File: src/rtl/candy_rng.sv
// Galois LFSR random source with zero-seed guard, plus a rejection-sampled
// colour generator that hands out one index per request over valid/ready.
module candy_rng #(
   parameter int                WIDTH      = 16,
   parameter logic [WIDTH-1:0]  TAPS       = 16'hB400,
   parameter logic [WIDTH-1:0]  SEED       = 16'hACE1,
   parameter int                NUM_COLORS = 6,
   parameter int                COLOR_W    = 3,
   parameter int                MAX_TRIES  = 4
) (
   input  logic               clk,
   input  logic               reset,
   input  logic               enable,
   input  logic               seed_load,
   input  logic [WIDTH-1:0]   seed_in,
   input  logic               color_req,
   output logic               color_valid,
   input  logic               color_ready,
   output logic [COLOR_W-1:0] color_out,
   output logic [WIDTH-1:0]   rand_out,
   output logic               busy,
   output logic               lockup
);

   localparam int TRY_W = (MAX_TRIES > 1) ? $clog2(MAX_TRIES) : 1;
   localparam logic [TRY_W-1:0]   TRY_LAST = TRY_W'(MAX_TRIES - 1);
   localparam logic [COLOR_W:0]   NUM_WIDE = (COLOR_W + 1)'(NUM_COLORS);
   localparam logic [COLOR_W-1:0] NUM_FOLD = COLOR_W'(NUM_COLORS);

   typedef enum logic [1:0] {IDLE, DRAW, HOLD} fsm_t;

   fsm_t               fsm;
   logic [WIDTH-1:0]   state;
   logic [TRY_W-1:0]   tries;
   logic [COLOR_W-1:0] cand;
   logic               cand_ok;

   function automatic logic [WIDTH-1:0] lfsr_step(input logic [WIDTH-1:0] s);
      return (s >> 1) ^ (s[0] ? TAPS : '0);
   endfunction

   // Candidate always comes from the state before this cycle's step or load.
   assign cand     = state[COLOR_W-1:0];
   assign cand_ok  = ({1'b0, cand} < NUM_WIDE);
   assign rand_out = state;
   assign busy     = (fsm != IDLE);

   always_ff @(posedge clk) begin
      if (reset) begin
         state       <= SEED;
         fsm         <= IDLE;
         tries       <= '0;
         color_valid <= 1'b0;
         color_out   <= '0;
         lockup      <= 1'b0;
      end else begin
         lockup <= 1'b0;
         if (seed_load) begin
            if (seed_in != '0) begin
               state <= seed_in;
            end else begin
               state  <= SEED;
               lockup <= 1'b1;
            end
         end else if ((fsm == IDLE && enable) || fsm == DRAW) begin
            state <= lfsr_step(state);
         end

         case (fsm)
            IDLE: begin
               if (color_req) begin
                  fsm   <= DRAW;
                  tries <= '0;
               end
            end
            DRAW: begin
               if (cand_ok) begin
                  color_out   <= cand;
                  color_valid <= 1'b1;
                  fsm         <= HOLD;
               end else if (tries == TRY_LAST) begin
                  // Out of retries: fold the out-of-range candidate back into range.
                  color_out   <= cand - NUM_FOLD;
                  color_valid <= 1'b1;
                  fsm         <= HOLD;
               end else begin
                  tries <= tries + 1'b1;
               end
            end
            HOLD: begin
               if (color_ready) begin
                  color_valid <= 1'b0;
                  fsm         <= IDLE;
               end
            end
            default: fsm <= IDLE;
         endcase
      end
   end

endmodule

File: config.mk
export PLATFORM = sky130hd
export DESIGN_NAME = candy_rng
export DESIGN_NICKNAME = d
export VERILOG_FILES = /design/src/rtl/candy_rng.sv
export SDC_FILE = /design/constraint.sdc
export NUM_CORES = 1
export LEC_CHECK = 0
export BUFFER_PORTS_ARGS = -buffer_cell sky130_fd_sc_hd__buf_2
export CAP_MARGIN = 20
export CORE_MARGIN = 8
export CORE_UTILIZATION = 45
export DETAILED_ROUTE_END_ITERATION = 6
export HOLD_SLACK_MARGIN = 0.1
export PLACE_DENSITY = 0.72
export SLEW_MARGIN = 10
export SYNTH_ARGS = -nofsm -noshare
export SYNTH_HDL_FRONTEND = slang
export SYNTH_SLANG_ARGS = --single-unit
File: constraint.sdc
create_clock -name clk -period 3.7 [get_ports clk]
set_input_delay 0.185 -clock clk [delete_from_list [all_inputs] [get_ports clk]]
set_output_delay 0.185 -clock clk [all_outputs]
set_load 0.005 [all_outputs]
### After elaboration in Yosys (flattened, before gate mapping)

Cells that the tools add are included.
W data, S select, Z words.

* memory bits (read-only): 0
* bits in latches: 0
* bits in writable memories: 0
* register bits: 25
* input bits: 22
* output and inout bits: 22
* memories kept: 0

* mux-type cells: 20
* magnitude comparators: 1
* multiply operators: 0
* equal/unequal tests: 8
* $add $sub $neg: 2
* bitwise gates (word level): 2
* div/mod/pow operators: 0
* shift-type cells: 0
* reductions and logical operators: 14

Operators with widths (count)
* $mux W16: 4
* $reduce_bool A16 Y1: 1
* $xor A15 B16 Y16: 1
* $mux W2: 7
* $reduce_bool A2 Y1: 5
* $ne A2 B2 Y1 const B: 4
* $mux W3: 2
* $pmux W2 S3: 1
* $reduce_and A3 Y1: 2
* $eq A2 B2 Y1 const B: 2
* $mux W1: 4
* $pmux W2 S2: 1
* $reduce_and A4 Y1: 1
* $lt A3 B3 Y1 const B: 1
* $ne A3 B2 Y1 const B: 1
* $sub A3 B3 Y3 const B: 1
* $add A2 B1 Y2 const B: 1
* $eq A2 B1 Y1 const B: 1
* $logic_not A2 Y1: 1
* $pmux W1 S2: 1
* $reduce_and A2 Y1: 1
* $reduce_or A2 Y1: 1
* $logic_and A1 B1 Y1: 1
* $logic_or A1 B1 Y1: 1
* $not A1 Y1: 1

### Longest topological paths before layout

* depth in word-level cells: 5
* gate-level depth with buffers: 7

### Worst setup path after synthesis

OpenSTA, ideal clock, no wires.

* path type: register to register
* start point: register fsm[0]
* end point: register state[3], in the netlist rand_out[3]
* cell stages (with the launch flop): 7
* clock period less this slack: 1.497 ns
* setup slack: 2.203 ns
* data arrival time: 1.355 ns
* library setup time: 0.142 ns
* required time: 3.558 ns
* path buffers: 1
* path through: dfxtp_1 inv_1 ha_1 a211o_4 buf_6 nor2_1 a211oi_2

* cells in the longest elaborated chain, start to end: 4
* elaborated cells on any way between the ends: 5

RTL lines
* start, declared: line 32 `fsm_t fsm;`
* start signal, assigned: line 51 `fsm <= IDLE;`
* start signal, assigned: line 72 `fsm <= DRAW;`
* start signal, assigned: line 80 `fsm <= HOLD;`
* $logic_not A2 Y1: line 65 `end else if ((fsm == IDLE && enable) || fsm == DRAW) begin`
* $logic_and A1 B1 Y1: line 65
* $logic_or A1 B1 Y1 *: line 65
* $reduce_bool A2 Y1 (no line) *
* end signal, assigned: line 60 `state <= seed_in;`
* end signal, assigned: line 66 `state <= lfsr_step(state);`
* end, declared: line 33 `logic [WIDTH-1:0] state;`

Every way passes the cells marked *; elsewhere a longest branch is shown, timed or not.
A chain may end at the register's enable or synchronous reset.

### Final worst setup path

* start point: register fsm[1]
* end point: register state[13], in the netlist rand_out[13]

Same word-level chain as after synthesis.

==> metrics.txt <==
status=finished, final reports clean; Final Non-Filler Cells=slightly above 200; Post-Route WL=roughly 3200 um; sequential fraction of the synthesis area=36.97%; GRT Total Usage=approximately an eighth; cell taking the most area after synthesis=dfxtp_1; PD cells=just under 500 mW/mm^2; Yosys reg bits=25; static leakage=between 0.6 and 0.7 nW; clock skew=between 0.005 and 0.006 ns; Worst-Margin Slew=0.6391 ns; normalized max-slew margin=between 50% and 60%; Die W=slightly above 70 um; Crit path max-delay family=compound AO/OA/AOI/OAI gates; Final setup viols=0; Final #Nets=between 200 and 250; Core Rows=20; CP Buf/Inv Count=1; Core Area=0.002953 mm^2; drt drc=0; Clock Tree Root=clkbuf_4; layout cells sized above 1=a little under two fifths; Num CTS Buffers=3; Worst Path Arrival=2.00 ns; fin worst setup slack=~2.0 ns; reg2reg setup slack=a little under 2 ns; Worst Path Max Fanout=17; CTS tree=done; P&R area growth vs syn=15.80%; Max stage delay on crit path=0.63 ns; Netlist Area Pre-Place=around 0.0014 mm^2; placed cells=203; Slowest cell on crit path=a211oi_4; Initial DRT Pass Iterations=4; first-pass GRT wire length=roughly 5500 um; Max Slew Vio Count=0; Post-Syn Nets=roughly 160; CP cell instances=inv_1 -> ha_1 -> a211oi_4 -> a21oi_1 -> o21ai_1; total grt overflow=0; largest net degree at the start of global routing=26; Port Buffers=43; Clock Pin Slew Worst Setup and Hold Paths=0.14 ns; post-DR vias/cell=5.478; CP required=3.95 ns; f_max=~570 MHz; clk_lat worst skew=0.32 ns; Vias=between 1000 and 1500; final setup TNS=0 ns; final RePlAce weighted congestion=between 0.7 and 0.8; WL per Instance=15.45 um; syn_area_per_cell=about 10 um^2; Worst Setup Path Type=flip-flop to flip-flop; Initial Utilization=45.85%; Max IR drop VDD=around 0.20 mV; HPWL after detailed placement=approximately 2500 um; CP startpoint kind=flip-flop; post-cts sizing count=0; Final min period=about 1.7 ns; top-area cell type share of the netlist area=between 30% and 40%; vias in the first global route=around 1200; deepest clock path buffer count=2; Initial DRC Count=35; Max-Cap Viols=0; Post-CTS Setup Bufs=0; H-tree levels=1; antenna viol nets, final=0; CP endpoint kind=flip-flop; IO Count=44; fin crit share=47.08%; RSZ-0062 raised after global routing=no; Final Hold Fails=0; Die Y=70.85 um; initial antenna violation count=0; count of cell types in the netlist=33; worst slack, placed=about 2 ns; worst hold-check path type=input pin to flip-flop; Synthesis Warnings=0; hold_buf cts=0; Num Clock Sinks=25; Synth Instances=136; # diodes=0; Synth area leaders=dfxtp_1 37%, mux2i_1 8.9%, a211oi_2 6.5%, nor4_4 6.3%, ha_1 4.6%; die area=roughly 0.005 mm^2
## state kept, by name, indices dropped and copies added (netlist names)
name         flops
rand_out        16
color_out        3
fsm              2
tries            2
color_valid      1
lockup           1
## final cells by class
type	count	area, um^2
Timing Repair Buffer	43	215.2
Clock inverter	1	5.005
Tap cell	33	41.29
Inverter	7	26.28
Clock buffer	3	22.52
Sequential cell	25	500.5
Fill cell	280	1385
Multi-Input combinational cell	95	757.0
## through the flow
| step | hold WS, ns | cell area (um^2) | total power, mW | util (%) |
|---|---|---|---|---|
| floorplan | 0.3408 | 1354 | 0.5688 | - |
| global placement | 0.4479 | 1540 | 0.6405 | 52.16 |
| detailed placement | 0.4544 | 1540 | 0.6505 | 52.16 |
| CTS | 0.1386 | 1568 | 0.7708 | 53.09 |
| global route | 0.1394 | 1568 | 0.8232 | 53.09 |
| finish | 0.1423 | 1568 | 0.7641 | 53.09 |
## path summary, 6_finish.rpt
path,cells after the start,end,from
min,4,lockup,seed_in[8]
max reg2reg,5,rand_out[13],fsm[1]
min reg2reg,2,color_out[0],color_out[0]
max,5,rand_out[13],fsm[1]
## tightest hold or removal path: cells and delay by family
kind                   cells  cell delay (ns)
and+or+nand+nor            3             0.14
buffers and inverters      1             0.11
## placed cells by master, fill, tap and decap left out
master,instances
and2_1,1
clkbuf_4,3
nor2b_1,1
nor2_1,14
nor3_1,1
a21oi_1,10
a41o_2,1
a32oi_1,3
nor4_4,4
nand3_1,2
o22ai_1,8
ha_1,5
a211o_4,1
nand4b_1,1
a211oi_4,1
o21ai_0,3
inv_1,6
xnor2_1,1
o21ai_1,8
nand3b_1,1
buf_2,43
nand2_1,5
xor2_1,2
a21oi_2,1
a211oi_2,7
clkinv_2,1
mux2i_1,12
dfxtp_1,25
nand4_1,1
inv_2,1
o221ai_2,1
## synthesized netlist by cell type
library cell  instances
a211o_4               1
a41o_2                1
nor3_1                1
nand4_1               1
buf_4                 1
a21oi_1              10
inv_2                 1
mux2i_1              12
nor4_4                4
dfxtp_1              25
nand3_1               2
and2_1                1
buf_6                 4
nand2_1               5
o21ai_0               3
nor2_1               14
o21ai_1               8
xnor2_1               1
ha_1                  5
a211oi_2              7
nand3b_1              1
nand4b_1              1
inv_1                 6
a211oi_4              1
o22ai_1               8
clkbuf_2              1
buf_2                 1
clkbuf_1              2
xor2_1                2
a21oi_2               1
o221ai_2              1
nor2b_1               1
a32oi_1               3
## where the power goes
part / internal (mW) / switching [mW]
Clock: 0.0405 / 0.0815
Combinational: 0.129 / 0.155
Sequential: 0.315 / 0.0428
## cells by family after synthesis
| kind of cell | synth area share (%) |
|---|---|
| flops | 36.97 |
| buf+inv | 7.116 |
| mux | 8.873 |
| compound gates | 25.23 |
| xor+xnor | 1.941 |
| simple gates | 15.25 |
| fa+ha+maj | 4.621 |
## metal layers
metal  up-vias  track usage [%]  routed length, um
li1        576                -                  -
met2        24            22.04               1579
met1       530            16.13               1423
met4         0            5.081                 30
met3         4            3.249                163
met5         -                0                  0
Note: power is estimated with default switching activity, not from simulation.
